==> config.mk <==
export PLATFORM = sky130hd
export DESIGN_NAME = serializer_arbiter
export DESIGN_NICKNAME = d
export VERILOG_FILES = /design/src/rtl/serializer_arbiter.sv
export SDC_FILE = /design/constraint.sdc
export NUM_CORES = 1
export LEC_CHECK = 0
export ABC_AREA = 0
export CELL_PAD_IN_SITES_DETAIL_PLACEMENT = 1
export CELL_PAD_IN_SITES_GLOBAL_PLACEMENT = 1
export CORE_MARGIN = 1
export CORE_UTILIZATION = 32
export CTS_BUF_LIST = sky130_fd_sc_hd__clkbuf_16
export DETAILED_ROUTE_END_ITERATION = 8
export PLACE_DENSITY_LB_ADDON = 0.2
export REMOVE_ABC_BUFFERS = 1
export SETUP_SLACK_MARGIN = 0.5
export SLEW_MARGIN = 20
export SYNTH_ARGS = -nofsm -noshare
export SYNTH_HDL_FRONTEND = slang
export SYNTH_SLANG_ARGS = --single-unit
==> constraint.sdc <==
create_clock -name clk_i -period 5.4 [get_ports clk_i]
set_input_delay 0.81 -clock clk_i [delete_from_list [all_inputs] [get_ports clk_i]]
set_output_delay 0.81 -clock clk_i [all_outputs]
set_load 0.03 [all_outputs]
==> src/rtl/serializer_arbiter.sv <==
// serializer_arbiter
// Round-robin arbiter sharing one 16-bit serializer among N_CH requesters.
// A word plus its bit count is accepted from the winning channel over a
// val/ready handshake, words with an illegal count are discarded, and legal
// words are handed to the serializer one at a time. The arbiter then waits
// for the serializer's busy period to end before granting again.
//
// Ports:
//   clk_i          clock
//   arst_i         asynchronous active-high reset
//   req_data_i     per-channel word, channel k at [16k+15:16k]
//   req_mod_i      per-channel bit count (0 = 16 bits, 3..15 valid, 1/2 illegal)
//   req_val_i      per-channel word valid
//   req_ready_o    one-hot accept strobe (combinational, IDLE only)
//   ser_data_o     word to serializer
//   ser_data_mod_o bit count to serializer
//   ser_data_val_o issue strobe to serializer
//   ser_busy_i     serializer busy
//   grant_id_o     channel of the word in flight
//   active_o       a word is in flight
//   drop_o         pulse: illegal-count word accepted and discarded
//   timeout_o      pulse: serializer never raised busy after an issue
//   issued_cnt_o   words issued since reset (wraps)
//
// state       | meaning
// S_IDLE      | arbitrate; accept one word when the serializer is not busy
// S_ISSUE     | one-cycle issue strobe to the serializer
// S_WAIT_BUSY | waiting for busy to rise, bounded by BUSY_TIMEOUT
// S_WAIT_DONE | serializer busy; wait for it to fall

module serializer_arbiter #(
    parameter int N_CH         = 4,
    parameter int BUSY_TIMEOUT = 4,
    parameter int CNT_W        = 16
) (
    input  logic                    clk_i,
    input  logic                    arst_i,
    input  logic [N_CH*16-1:0]      req_data_i,
    input  logic [N_CH*4-1:0]       req_mod_i,
    input  logic [N_CH-1:0]         req_val_i,
    output logic [N_CH-1:0]         req_ready_o,
    output logic [15:0]             ser_data_o,
    output logic [3:0]              ser_data_mod_o,
    output logic                    ser_data_val_o,
    input  logic                    ser_busy_i,
    output logic [$clog2(N_CH)-1:0] grant_id_o,
    output logic                    active_o,
    output logic                    drop_o,
    output logic                    timeout_o,
    output logic [CNT_W-1:0]        issued_cnt_o
);

    localparam int ID_W  = $clog2(N_CH);
    localparam int TMO_W = $clog2(BUSY_TIMEOUT + 1);
    localparam logic [ID_W:0] N_CH_L = (ID_W + 1)'(N_CH);

    typedef enum logic [1:0] {
        S_IDLE,
        S_ISSUE,
        S_WAIT_BUSY,
        S_WAIT_DONE
    } state_t;

    state_t            state_q, state_d;
    logic [ID_W-1:0]   rr_ptr_q, rr_ptr_d;
    logic [ID_W-1:0]   gid_q, gid_d;
    logic [15:0]       data_q, data_d;
    logic [3:0]        mod_q, mod_d;
    logic [TMO_W-1:0]  tmo_q, tmo_d;
    logic [CNT_W-1:0]  cnt_q, cnt_d;
    logic              drop_q, drop_d;
    logic              timeout_q, timeout_d;

    logic [N_CH-1:0]   req_rot;
    logic [ID_W-1:0]   gnt_off;
    logic [ID_W:0]     gnt_sum;
    logic [ID_W-1:0]   gnt_id;
    logic              gnt_any;
    logic [15:0]       gnt_data;
    logic [3:0]        gnt_mod;
    logic              grant;

    function automatic logic [ID_W-1:0] ptr_after(input logic [ID_W-1:0] id);
        if (id == ID_W'(N_CH - 1)) begin
            return '0;
        end
        return id + 1'b1;
    endfunction

    // Rotate the request vector so bit 0 is the channel at rr_ptr; the first
    // set bit is then the winner's offset from the pointer.
    always_comb begin
        req_rot = N_CH'({req_val_i, req_val_i} >> rr_ptr_q);
        gnt_any = 1'b0;
        gnt_off = '0;
        for (int i = 0; i < N_CH; i++) begin
            if (!gnt_any && req_rot[i]) begin
                gnt_any = 1'b1;
                gnt_off = ID_W'(i);
            end
        end
        gnt_sum = {1'b0, rr_ptr_q} + {1'b0, gnt_off};
        if (gnt_sum >= N_CH_L) begin
            gnt_sum = gnt_sum - N_CH_L;
        end
        gnt_id   = gnt_sum[ID_W-1:0];
        gnt_data = '0;
        gnt_mod  = '0;
        for (int i = 0; i < N_CH; i++) begin
            if (gnt_id == ID_W'(i)) begin
                gnt_data = req_data_i[16*i +: 16];
                gnt_mod  = req_mod_i[4*i +: 4];
            end
        end
    end

    always_comb begin
        state_d   = state_q;
        rr_ptr_d  = rr_ptr_q;
        gid_d     = gid_q;
        data_d    = data_q;
        mod_d     = mod_q;
        tmo_d     = tmo_q;
        cnt_d     = cnt_q;
        drop_d    = 1'b0;
        timeout_d = 1'b0;
        grant     = 1'b0;
        unique case (state_q)
            S_IDLE: begin
                if (gnt_any && !ser_busy_i) begin
                    grant  = 1'b1;
                    gid_d  = gnt_id;
                    data_d = gnt_data;
                    mod_d  = gnt_mod;
                    if (gnt_mod == 4'd1 || gnt_mod == 4'd2) begin
                        drop_d   = 1'b1;
                        rr_ptr_d = ptr_after(gnt_id);
                    end else begin
                        state_d = S_ISSUE;
                    end
                end
            end
            S_ISSUE: begin
                cnt_d   = cnt_q + 1'b1;
                tmo_d   = '0;
                state_d = S_WAIT_BUSY;
            end
            S_WAIT_BUSY: begin
                if (ser_busy_i) begin
                    state_d = S_WAIT_DONE;
                end else begin
                    tmo_d = tmo_q + 1'b1;
                    if (tmo_d == TMO_W'(BUSY_TIMEOUT)) begin
                        timeout_d = 1'b1;
                        rr_ptr_d  = ptr_after(gid_q);
                        state_d   = S_IDLE;
                    end
                end
            end
            S_WAIT_DONE: begin
                if (!ser_busy_i) begin
                    rr_ptr_d = ptr_after(gid_q);
                    state_d  = S_IDLE;
                end
            end
            default: begin
                state_d = S_IDLE;
            end
        endcase
    end

    always_ff @(posedge clk_i or posedge arst_i) begin
        if (arst_i) begin
            state_q   <= S_IDLE;
            rr_ptr_q  <= '0;
            gid_q     <= '0;
            data_q    <= '0;
            mod_q     <= '0;
            tmo_q     <= '0;
            cnt_q     <= '0;
            drop_q    <= 1'b0;
            timeout_q <= 1'b0;
        end else begin
            state_q   <= state_d;
            rr_ptr_q  <= rr_ptr_d;
            gid_q     <= gid_d;
            data_q    <= data_d;
            mod_q     <= mod_d;
            tmo_q     <= tmo_d;
            cnt_q     <= cnt_d;
            drop_q    <= drop_d;
            timeout_q <= timeout_d;
        end
    end

    // Ready is gated by reset so every output reads 0 while reset is held,
    // even though the registered state already sits in IDLE.
    assign req_ready_o    = (grant && !arst_i) ? (N_CH'(1) << gnt_id) : '0;
    assign ser_data_o     = data_q;
    assign ser_data_mod_o = mod_q;
    assign ser_data_val_o = (state_q == S_ISSUE);
    assign grant_id_o     = gid_q;
    assign active_o       = (state_q != S_IDLE);
    assign drop_o         = drop_q;
    assign timeout_o      = timeout_q;
    assign issued_cnt_o   = cnt_q;

endmodule

==> flow_metrics.env <==
export IMPL_layout_min_cycle_time_ps=4661
export IMPL_tightest_slew_ps=828.0
export IMPL_r2r_cells=17
export IMPL_whs_path_depth=1
export IMPL_r2r_start="rr_ptr_q[0]$_DFFE_PP0P_"
export IMPL_ant_nets=0
export IMPL_drc=0
export IMPL_ys_ff_latch=47
export IMPL_grt_pass1_wl_um=15720
export IMPL_synth_top_area_share=0.3938
export IMPL_syn_inst=349
export IMPL_yosysTopAreaCell="dfrtp_1"
export IMPL_cp_startpoint="req_val_i[0]"
export IMPL_hold_viol=0
export IMPL_vias=3049
export IMPL_clkPwrFrac=0.093
export IMPL_gp_congestion=0.7723
export IMPL_detail_route_wl_per_cell_um=16.79
export IMPL_port_buffers=132
export IMPL_maxCapViolations=0
export IMPL_hp_class="flip-flop to flip-flop"
export IMPL_clockRootBuffer="clkbuf_16"
export IMPL_async_flop_share=1.000
export IMPL_finalSetupTns_ps=0
export IMPL_die_h_um=98.61
export IMPL_synthTopCellsByArea="dfrtp_1 (39%), a21oi_1 (9.4%), nand2_1 (7.0%)"
export IMPL_status="finished, final reports clean"
export IMPL_startpoint_type="primary input"
export IMPL_nFillCells=1067
export IMPL_slew_viol_final=0
export IMPL_postCtsHoldBufs=0
export IMPL_crit_path_end_kind="primary output"
export IMPL_drtIter0Drc=69
export IMPL_slew_headroom=0.4467
export IMPL_nets=574
export IMPL_ys_types=49
export IMPL_core_um2=8891
export IMPL_cts_max_level=2
export IMPL_multi_input_area_um2=1694
export IMPL_syn_to_final_growth_pct=52.33
export IMPL_antenna_found_initial=0
export IMPL_post_cts_setup_buffers=0
export IMPL_seq_area_frac_synth=0.3938
export IMPL_ios=133
export IMPL_rows=34
export IMPL_critPathRequiredTime_ps=4590
export IMPL_synthFlopType="dfrtp_1"
export IMPL_peakVddDrop_uv=340.8
export IMPL_overflow=0
export IMPL_avgSynthCellArea_um2=8.558
export IMPL_hp_start="issued_cnt_o[15]$_DFFE_PP0P_"
export IMPL_dp_hpwl_um=7360
export IMPL_regArea_um2=1176
export IMPL_combPwrFrac=0.730
export IMPL_worst_slack_ps=738.9
export IMPL_worstSetupPathType="primary input to primary output"
export IMPL_pre_cts_ws_ps=720.6
export IMPL_clk_latency_ps=290
export IMPL_cts_clk_slew_worst_paths_ps=60
export IMPL_powerDensity_nw_per_um2=728.3
export IMPL_arrival_ps=3850
export IMPL_n_antenna_cell=0
export IMPL_holdWs_ps=487.4
export IMPL_grt_max_degree=48
export IMPL_yosys_warnings=0
export IMPL_cts_repair_resized=0
export IMPL_cts_buffers=5
export IMPL_rsz0062_at_grt="false"
export IMPL_die_area_um2=9724
export IMPL_p_leak_nw=1.844
export IMPL_wl_um=9771
export IMPL_cts_sinks=47
export IMPL_seqPwrFrac=0.177
export IMPL_power_switching_mw=1.722
export IMPL_period_share=0.8632
export IMPL_grt_pass1_vias=3165
export IMPL_detail_route_first_pass_iterations=4
export IMPL_cts_tree="built"
export IMPL_drive_gt1_frac=0.06118
export IMPL_grt_usage=0.2078
export IMPL_via_per_inst=5.239
export IMPL_p_int_mw=1.592
export IMPL_synth_edf_count=0
export IMPL_cts_buffer_depth=2
export IMPL_setup_viol=0
export IMPL_initial_core_util=0.3359
export IMPL_clock_skew_ps=2.748
export IMPL_synth_area_um2=2987
export IMPL_power_share_switching=0.5196
export IMPL_fmax_mhz=214.5
export IMPL_crit_fanout=7
export IMPL_die_w_um=98.61
==> critical path: stages <==
cell	delay, ps
clkdlybuf4s50_1	600
nand2b_1	170
o22ai_1	110
o21ai_1	140
o221ai_1	130
ha_1	220
xnor2_1	240
xnor2_2	160
inv_1	110
ha_1	170
nor3b_1	270
clkdlybuf4s50_1	730
==> cells in the mapped netlist, types with 2 or more instances <==
master / instances
o311ai_0: 2
nor2b_1: 2
xor2_1: 2
mux2_2: 2
inv_1: 7
nor3_1: 2
mux2_1: 6
o21ai_0: 3
and3_1: 4
ha_1: 14
o22ai_1: 4
buf_2: 3
nand3b_1: 19
nor3b_1: 3
nand3_1: 5
nor2_1: 25
inv_2: 2
xnor2_1: 16
nand2b_1: 2
a31oi_1: 2
nand2_1: 56
clkbuf_1: 16
o21ai_1: 21
nand4_1: 5
dfrtp_1: 47
a21oi_1: 56
==> kinds of logic after synthesis <==
group,synth area share
AOI/OAI and AO/OA,0.2023
xor gates and xnor gates,0.05823
adders and majority gates,0.05865
buffers and inverters,0.04148
DFF,0.3938
muxes,0.03351
and+or+nand+nor,0.2120
==> power groups by stage <==
stage / registers (mW) / logic, mW / clock network [mW]
finish: 0.587 / 2.42 / 0.308
global placement: 0.583 / 2.32 / 0
detailed placement: 0.592 / 2.41 / 0
global route: 0.606 / 2.65 / 0.330
CTS: 0.588 / 2.43 / 0.319
floorplan: 0.741 / 1.47 / 0
==> per-stage QoR <==
stage                     utilization  area (um2)  cells  power, mW
final                          0.5117        4549    582      3.313
after global routing           0.5117        4549    582      3.586
after CTS                      0.5107        4541    582      3.339
after detailed placement       0.4944        4395    574      3.002
after global placement         0.4944        4395    574      2.906
after floorplan                     -        2897    328      2.210
==> final cells by class <==
type                    instances  area share
multi-input cells             272      0.3724
repair buffers                138      0.2998
flip-flops and latches         47      0.2585
well taps                     108     0.02970
clock buffers                   5     0.02750
inverters                       9    0.007701
clock inverters                 3    0.004400
==> path summary, 6_finish.rpt <==
kind                                                       to  slack [ps]
worst max register to register        rr_ptr_q[0]$_DFFE_PP0P_        1540
worst max-delay path                           req_ready_o[2]         740
max in group asynchronous        issued_cnt_o[15]$_DFFE_PP0P_        3770
worst min-delay path             issued_cnt_o[15]$_DFFE_PP0P_         490
min in group asynchronous       ser_data_mod_o[0]$_DFFE_PP0P_        1140
worst min register to register   issued_cnt_o[15]$_DFFE_PP0P_         490
==> layout by cell type (no fill, tap or decap), types with 4 or more instances in the layout <==
cell type | synthesis | final
nand4_1 | 5 | 5
dfrtp_1 | 47 | 47
buf_4 | 0 | 7
mux2_1 | 6 | 6
clkdlybuf4s50_1 | 0 | 131
nor2_1 | 25 | 25
nand2_1 | 56 | 56
inv_1 | 7 | 6
nand3b_1 | 19 | 19
o21ai_1 | 21 | 21
and3_1 | 4 | 4
xnor2_1 | 16 | 15
o22ai_1 | 4 | 4
nand3_1 | 5 | 5
ha_1 | 14 | 14
clkbuf_16 | 0 | 5
a21oi_1 | 56 | 56
==> registers in the layout (all words and copies together) (netlist names) <==
register / flops
issued_cnt_o: 16
ser_data_o: 16
ser_data_mod_o: 4
tmo_q: 3
grant_id_o: 2
rr_ptr_q: 2
state_q: 2
drop_o: 1
timeout_o: 1
==> layer usage <==
layer  GRT usage  routed length (um)
met4     0.07348                 199
met1      0.2280                3905
met2      0.3646                4848
met5           0                   0
met3     0.08227                 818
Note: power is estimated with default switching activity, not from simulation.
